**config.mk**
```make
export PLATFORM = sky130hd
export DESIGN_NAME = branch_gen_unit
export DESIGN_NICKNAME = d
export VERILOG_FILES = /design/src/rtl/branch_gen_unit.sv
export SDC_FILE = /design/constraint.sdc
export NUM_CORES = 1
export LEC_CHECK = 0
export CAP_MARGIN = 20
export CORE_ASPECT_RATIO = 0.5
export CORE_MARGIN = 5
export CORE_UTILIZATION = 30
export CTS_CLUSTER_SIZE = 30
export DETAILED_ROUTE_END_ITERATION = 16
export GPL_ROUTABILITY_DRIVEN = 0
export SLEW_MARGIN = 0
export SYNTH_ARGS = -nofsm -noshare
export SYNTH_HDL_FRONTEND = slang
export SYNTH_SLANG_ARGS = --single-unit
```
**constraint.sdc**
```tcl
create_clock -name clk -period 2.6 [get_ports clk]
set_clock_uncertainty 0.15 [all_clocks]
set_input_delay 0.26 -clock clk [delete_from_list [all_inputs] [get_ports clk]]
set_output_delay 0.26 -clock clk [all_outputs]
set_load 0.03 [all_outputs]
```
**src/rtl/branch_gen_unit.sv**
```systemverilog
// Branch generation unit for the dual-issue fetch front end.
// Decodes B/BZ in the fetched pair, picks the next even fetch PC and
// masks wrong-path branches while a redirect is in flight.
// Ports:
//   clk, rst (async, active low), fetch_next_in (advance enable),
//   pc_in, p0_ir_in, p1_ir_in, cond_flag_in
//   -> pc_next_out, ir0_invalid_out, flush_s1_out,
//      branch_taken_out, busy_out
module branch_gen_unit #(
   parameter int PC_W       = 9,
   parameter int IMM_W      = 8,
   parameter int BR_LAT     = 2,
   parameter int SIGNED_OFF = 0
) (
   input  logic            clk,
   input  logic            rst,
   input  logic            fetch_next_in,
   input  logic [PC_W-1:0] pc_in,
   input  logic [15:0]     p0_ir_in,
   input  logic [15:0]     p1_ir_in,
   input  logic            cond_flag_in,
   output logic [PC_W-1:0] pc_next_out,
   output logic            ir0_invalid_out,
   output logic            flush_s1_out,
   output logic            branch_taken_out,
   output logic            busy_out
);

   localparam int CNT_W = $clog2(BR_LAT);
   localparam int CH_N  = BR_LAT - 1;

   typedef enum logic {IDLE, SHADOW} state_t;

   state_t                     state_q, state_d;
   logic [CNT_W-1:0]           cnt_q, cnt_d;
   logic [CH_N-1:0][PC_W-1:0]  chain_q, chain_d;
   logic                       odd_q, odd_d;
   logic                       inv_q, inv_d;

   logic [PC_W-1:0] pc_q;
   logic [PC_W-1:0] tgt0, tgt1, tgt;
   logic            br0, br1, live, p0_tk, p1_tk, taken;
   logic            unused_ir;

   function automatic logic [PC_W-1:0] ext(input logic [IMM_W-1:0] imm);
      if (SIGNED_OFF != 0)
         ext = {{(PC_W-IMM_W){imm[IMM_W-1]}}, imm};
      else
         ext = {{(PC_W-IMM_W){1'b0}}, imm};
   endfunction

   function automatic logic is_br(input logic [15:0] ir, input logic c);
      is_br = (ir[15:13] == 3'b001) || ((ir[15:13] == 3'b011) && c);
   endfunction

   assign unused_ir = ^{p0_ir_in, p1_ir_in};

   // pc_q is the PC of the pair now in IR: pc_in delayed BR_LAT-1 advances
   assign pc_q = chain_q[CH_N-1];

   always_comb begin
      tgt0  = (pc_q | PC_W'(1)) + ext(p0_ir_in[IMM_W-1:0]);
      tgt1  = (pc_q + PC_W'(2)) + ext(p1_ir_in[IMM_W-1:0]);
      br0   = is_br(p0_ir_in, cond_flag_in);
      br1   = is_br(p1_ir_in, cond_flag_in);
      // detection is live only out of reset, advancing, and not shadowed
      live  = rst && fetch_next_in && (state_q == IDLE);
      p0_tk = live && br0 && !inv_q;
      p1_tk = live && br1;
      taken = p0_tk || p1_tk;
      tgt   = p0_tk ? tgt0 : tgt1;
   end

   always_comb begin
      pc_next_out = pc_in + PC_W'(2);
      unique case (1'b1)
         (rst && !fetch_next_in): pc_next_out = pc_in;
         taken:                   pc_next_out = {tgt[PC_W-1:1], 1'b0};
         default: ;
      endcase
   end

   always_comb begin
      state_d = state_q;
      cnt_d   = cnt_q;
      odd_d   = odd_q;
      inv_d   = inv_q;
      chain_d = chain_q;
      if (fetch_next_in) begin
         chain_d[0] = pc_in;
         for (int i = 1; i < CH_N; i++)
            chain_d[i] = chain_q[i-1];
         inv_d = 1'b0;
         unique case (state_q)
            IDLE: begin
               if (taken) begin
                  state_d = SHADOW;
                  cnt_d   = CNT_W'(BR_LAT - 1);
                  odd_d   = tgt[0];
               end
            end
            SHADOW: begin
               if (cnt_q == CNT_W'(1)) begin
                  // target pair arrives next: drop slot 0 if target was odd
                  state_d = IDLE;
                  inv_d   = odd_q;
                  odd_d   = 1'b0;
               end else begin
                  cnt_d = cnt_q - CNT_W'(1);
               end
            end
            default: state_d = IDLE;
         endcase
      end
   end

   always_ff @(posedge clk or negedge rst) begin
      if (!rst) begin
         state_q <= IDLE;
         cnt_q   <= '0;
         chain_q <= '0;
         odd_q   <= 1'b0;
         inv_q   <= 1'b0;
      end else begin
         state_q <= state_d;
         cnt_q   <= cnt_d;
         chain_q <= chain_d;
         odd_q   <= odd_d;
         inv_q   <= inv_d;
      end
   end

   assign ir0_invalid_out  = inv_q;
   assign flush_s1_out     = (state_q == SHADOW);
   assign busy_out         = (state_q == SHADOW);
   assign branch_taken_out = taken;

endmodule

```
---- Word level (Yosys, flattened, before mapping) ----
Index checks and enable logic that the tools add are counted.
word-level totals
  output and inout port bits .............. 13
  word-level logic and storage cells ...... 45
  memories ................................ 0
  RAM bits ................................ 0
  memory bits (read-only) ................. 0
  register bits ........................... 13
  latch bits .............................. 0
cells by class
  div/mod/pow operators ................... 0
  order comparisons ....................... 0
  reductions and logical operators ........ 15
  mux-type cells .......................... 13
  shift-type cells ........................ 0
  bitwise gates (word level) .............. 1
  equal/unequal tests ..................... 6
  $add $sub $neg .......................... 5
  $mul .................................... 0
operators with widths
  kind                 count
  $add 9x2->9 const B  2
  $add 9x8->9          2
  $pmux 9 s2           1
  $mux 9               1
  $logic_and 1x1->1    8
  $mux 1               8
  $eq 3x1->1 const B   2
  $eq 3x2->1 const B   2
  $pmux 1 s2           3
  $logic_or 1x1->1     3
  $reduce_and 3->1     1
  $logic_not 1->1      2
  $ne 2x1->1 const B   1
  $ne 2x2->1 const B   1
  $reduce_and 2->1     1
  $not 1->1            1
  $sub 1x1->1 const B  1

---- Depth between registers and ports, before layout ----
  depth after elaboration ................. 8
  mapped depth ............................ 12
  gate-level depth less buffers ........... 12

---- Worst setup path after synthesis ----
OpenSTA, ideal clock, no wires.
  kind .................................... register to output
  start ................................... register chain_q[1] (netlist bit)
  end ..................................... output pc_next_out[7]
  data required time ...................... 2190 ps
  path slack .............................. -243 ps
  stages on the path, launching flop included .. 13
  arrival time ............................ 2433 ps
  path buffers ............................ 0
  path through ............................ dfrtp_1 -> inv_1 -> ha_1 -> inv_1 -> ha_1 -> inv_1 -> fa_1 -> nor2b_1 -> o21a_1 -> o21ai_0 -> a21oi_1 -> xnor2_1 -> a221oi_2
between the ends
  word-level cells in the longest chain between the ends .. 4
  elaborated cells between the ends (all ways) .. 5
  those cells by class .................... add/sub: 3; mux: 2
ends and longest elaborated chain
  item                      line  text
  start: declaration        36    logic [CH_N-1:0][PC_W-1:0] chain_q, chain_d;
  start signal: assignment  127   chain_q <= chain_d;
  $add 9x2->9               63    tgt1 = (pc_q + PC_W'(2)) + ext(p1_ir_in[IMM_W-1:0]);
  $add 9x8->9               63
  $mux 9 (*)                71    tgt = p0_tk ? tgt0 : tgt1;
  $pmux 9 s2 (*)            76    unique case (1'b1)
  end: declaration          22    output logic [PC_W-1:0] pc_next_out,
Every way passes the cells marked *; elsewhere a longest branch is shown, timed or not.

---- Final worst setup path ----
  start ................................... input p0_ir_in[4]
  end ..................................... output pc_next_out[7]
between the ends
  word-level cells in the longest chain between the ends .. 3
ends and longest elaborated chain
  item                line  text
  start: declaration  19    input logic [15:0] p0_ir_in,
  $add 9x8->9         62    tgt0 = (pc_q | PC_W'(1)) + ext(p0_ir_in[IMM_W-1:0]);
  $mux 9              71
  $pmux 9 s2          76
No other way between the ends.

==> flow_summary.ini <==
[cells_and_area]
fin_area_um2 = 2660
register_area_um2 = 325
multi_input_area_um2 = 1400
stdcell_count = 329
drive_gt1_share_pct = 35.9
final_cell_mix = clkdlybuf4s50_1, buf_4, nor2_1
flow.area_growth_from_synthesis_pct = 70.7
fillCellCount = 435
diodes = 0
nets = 330

[worst_setup_path]
endpoint = pc_next_out[7]
startpoint = p0_ir_in[4]
cpMostUsedCell = buf_6
critPathMaxFanout = 4
path_cells = clkdlybuf4s50_1 > ha_1 > buf_4 > a221o_1 > buf_6 > nor4_4 > nor3_2 > xnor2_2 > a221oi_4 > buf_6
max_stage_delay_ns = 0.41
crit_slowest_cell = clkdlybuf4s50_1
regToRegSetupSlack_ns = 0.91
crit_type = primary input to output port
cp.required_ns = 2.19
start_kind = primary input
worstRegToRegCells = 7
worstReg2RegEnd = odd_q
cp_data_arrival_time_ns = 2.52
r2r_start = busy_out
endpoint_kind = output port

[detailed_routing]
wirelength_um = 4910
vias_per_cell = 4.90
ant_nets = 0
post_drt_wl_per_cell_um = 14.9
drt-pass1-iter-count = 4
first_iter_violations = 36
drc_errors = 0
vias = 1612

[floorplanning]
die_w_um = 112
initial_core_util_pct = 31.2
ios = 58
die_y_um = 60.9
fp.dieArea_um2 = 6810
coreArea_um2 = 4980
rows = 18

[global_routing]
grt_pass1_wl_um = 8090
grt_max_degree = 17
grt_pass1_vias = 1752
grt_remaining_overflow = 0
antenna_found_initial = 0
grtUsageTotal_pct = 14.8

[cts]
clockRootBuffer = clkbuf_8
cts_num_sinks = 13
clock_latency_ns = 0.25
cts_made_buffers = 3
cts_max_level = 1
clkSlewWorstSetupHoldPaths_ns = 0.06
clock_path_buffers = 2
cts_tree = built

[timing]
tightestPinTransition_ns = 0.328
slew_viol_final = 0
rsz0062_at_grt = true
period_minus_slack_ns = 2.93
hold_slack_ns = 0.242
clock.fmax_mhz = 341
setup_viol = 4
slew_headroom_pct = 77.9
hold_viol = 0
fin_crit_sh_pct = 113
setup_ws_ns = -0.333

[power]
power_per_cell_area_nw_per_um2 = 488
irDropWorstVdd_v = 0.000197
leakage_nw = 1.17

[placement]
dp_cells = 322
place_ws_ns = -0.847
dpl-instance-area_um2 = 2320
numPortBuffers = 47
hpwl_um = 3920

[synthesis]
synth_area_leaders = dfrtp_1, ha_1, mux2_2, xor2_1, o21ai_0
synth_top_area_share_pct = 20.9
syn-instance-count = 179
yosys.cell_types.count = 42
async_reset_ff_share_pct = 100
synth-edff-count = 0
ys_seq_elements = 13
ys.flop_type = dfrtp_1
yosysWarnings = 0
post-synth-top-area-cell = dfrtp_1
synth.yosys.seq_area_share_pct = 20.9
synth.net_count = 249
avgSynthCellArea_um2 = 8.69
netlist_area_um2 = 1560

[run_status]
status = finished, violations left
failed_checks = setup timing

[job]
drv_cap = 0

[min_path]
min_path_type = primary input to asynchronous set/reset pin
[layout make-up]
cell class | count | area share [%]
multi-input combinational | 149 | 52.9
timing repair buffer | 81 | 28.1
sequential | 13 | 12.3
tap | 70 | 3.30
inverter | 12 | 1.79
clock buffer | 4 | 1.70
[state kept, by name, indices dropped and copies added, names as in the netlist]
signal	cells
busy_out	1
chain_q	9
cnt_q	1
ir0_invalid_out	1
odd_q	1
[per-stage QoR]
stage | TNS (ns) | power (mW) | utilization (%)
finish | -0.969 | 1.30 | 53.3
global route | -1.51 | 1.39 | 53.3
CTS | -1.62 | 1.28 | 52.3
detailed placement | -3.44 | 0.964 | 46.6
global placement | -3.35 | 0.948 | 46.6
floorplan | -0.132 | 0.683 | -
[report_power, final]
group | switching (mW) | internal (mW) | total (mW) | leakage, nW
logic | 0.421 | 0.422 | 0.843 | 0.997
registers | 0.0276 | 0.238 | 0.265 | 0.152
clock network | 0.0778 | 0.109 | 0.186 | 0.0228
[synth_stat cells (all sizes together) (2+ instances only)]
library cell,number
a21o,3
a21oi,4
a221o,2
a221oi,2
and3,3
buf,4
dfrtp,13
fa,2
ha,23
inv,12
mux2,8
mux2i,2
nand2,10
nand2b,5
nand3,4
nand4,4
nor2,18
nor2b,5
nor3,5
o211ai,4
o21ai,14
o221ai,2
xnor2,7
xor2,9
[cell families (layout without fill, tap and decap cells)]
group,Yosys count,after routing,synth area share (%)
DFF,13,13,20.9
muxes,10,10,7.08
buffers and inverters,17,97,4.75
adders and majority gates,25,25,21.1
xor gates and xnor gates,16,16,9.01
and+or+nand+nor,58,58,19.4
AOI/OAI and AO/OA,40,40,17.8
[worst min path at each step]
stage	slack, ns	cells after the start	from	end
after global placement	0.34	1	cnt_q	busy_out
after floorplan	-0.19	0	rst	busy_out
after detailed placement	0.35	1	cnt_q	busy_out
final	0.24	2	rst	chain_q[6]
after global routing	0.26	2	rst	chain_q[6]
after CTS	0.24	2	rst	chain_q[3]
[worst max-delay path, delay by kind of cell]
family | cells | cell delay [ns]
xor+xnor | 1 | 0.17
compound gates | 2 | 0.68
fa+ha+maj | 1 | 0.32
buf+inv | 4 | 0.87
simple gates | 2 | 0.23
[what timing repair did]
item	CTS	global route
hold endpoints to repair	0	0
gates resized for setup	57	21
hold buffers	0	0
buffers inserted	8	1
endpoints found under the setup margin	7	8
cloned	0	0
pin swaps	24	16
[metal layers]
metal | GRT usage, % | wire length (um)
met1 | 18.2 | 2260
met2 | 28.3 | 2510
met3 | 2.19 | 104
met4 | 3.29 | 29
met5 | 0 | 0
No activity file was read; power rests on OpenSTA's default activity.
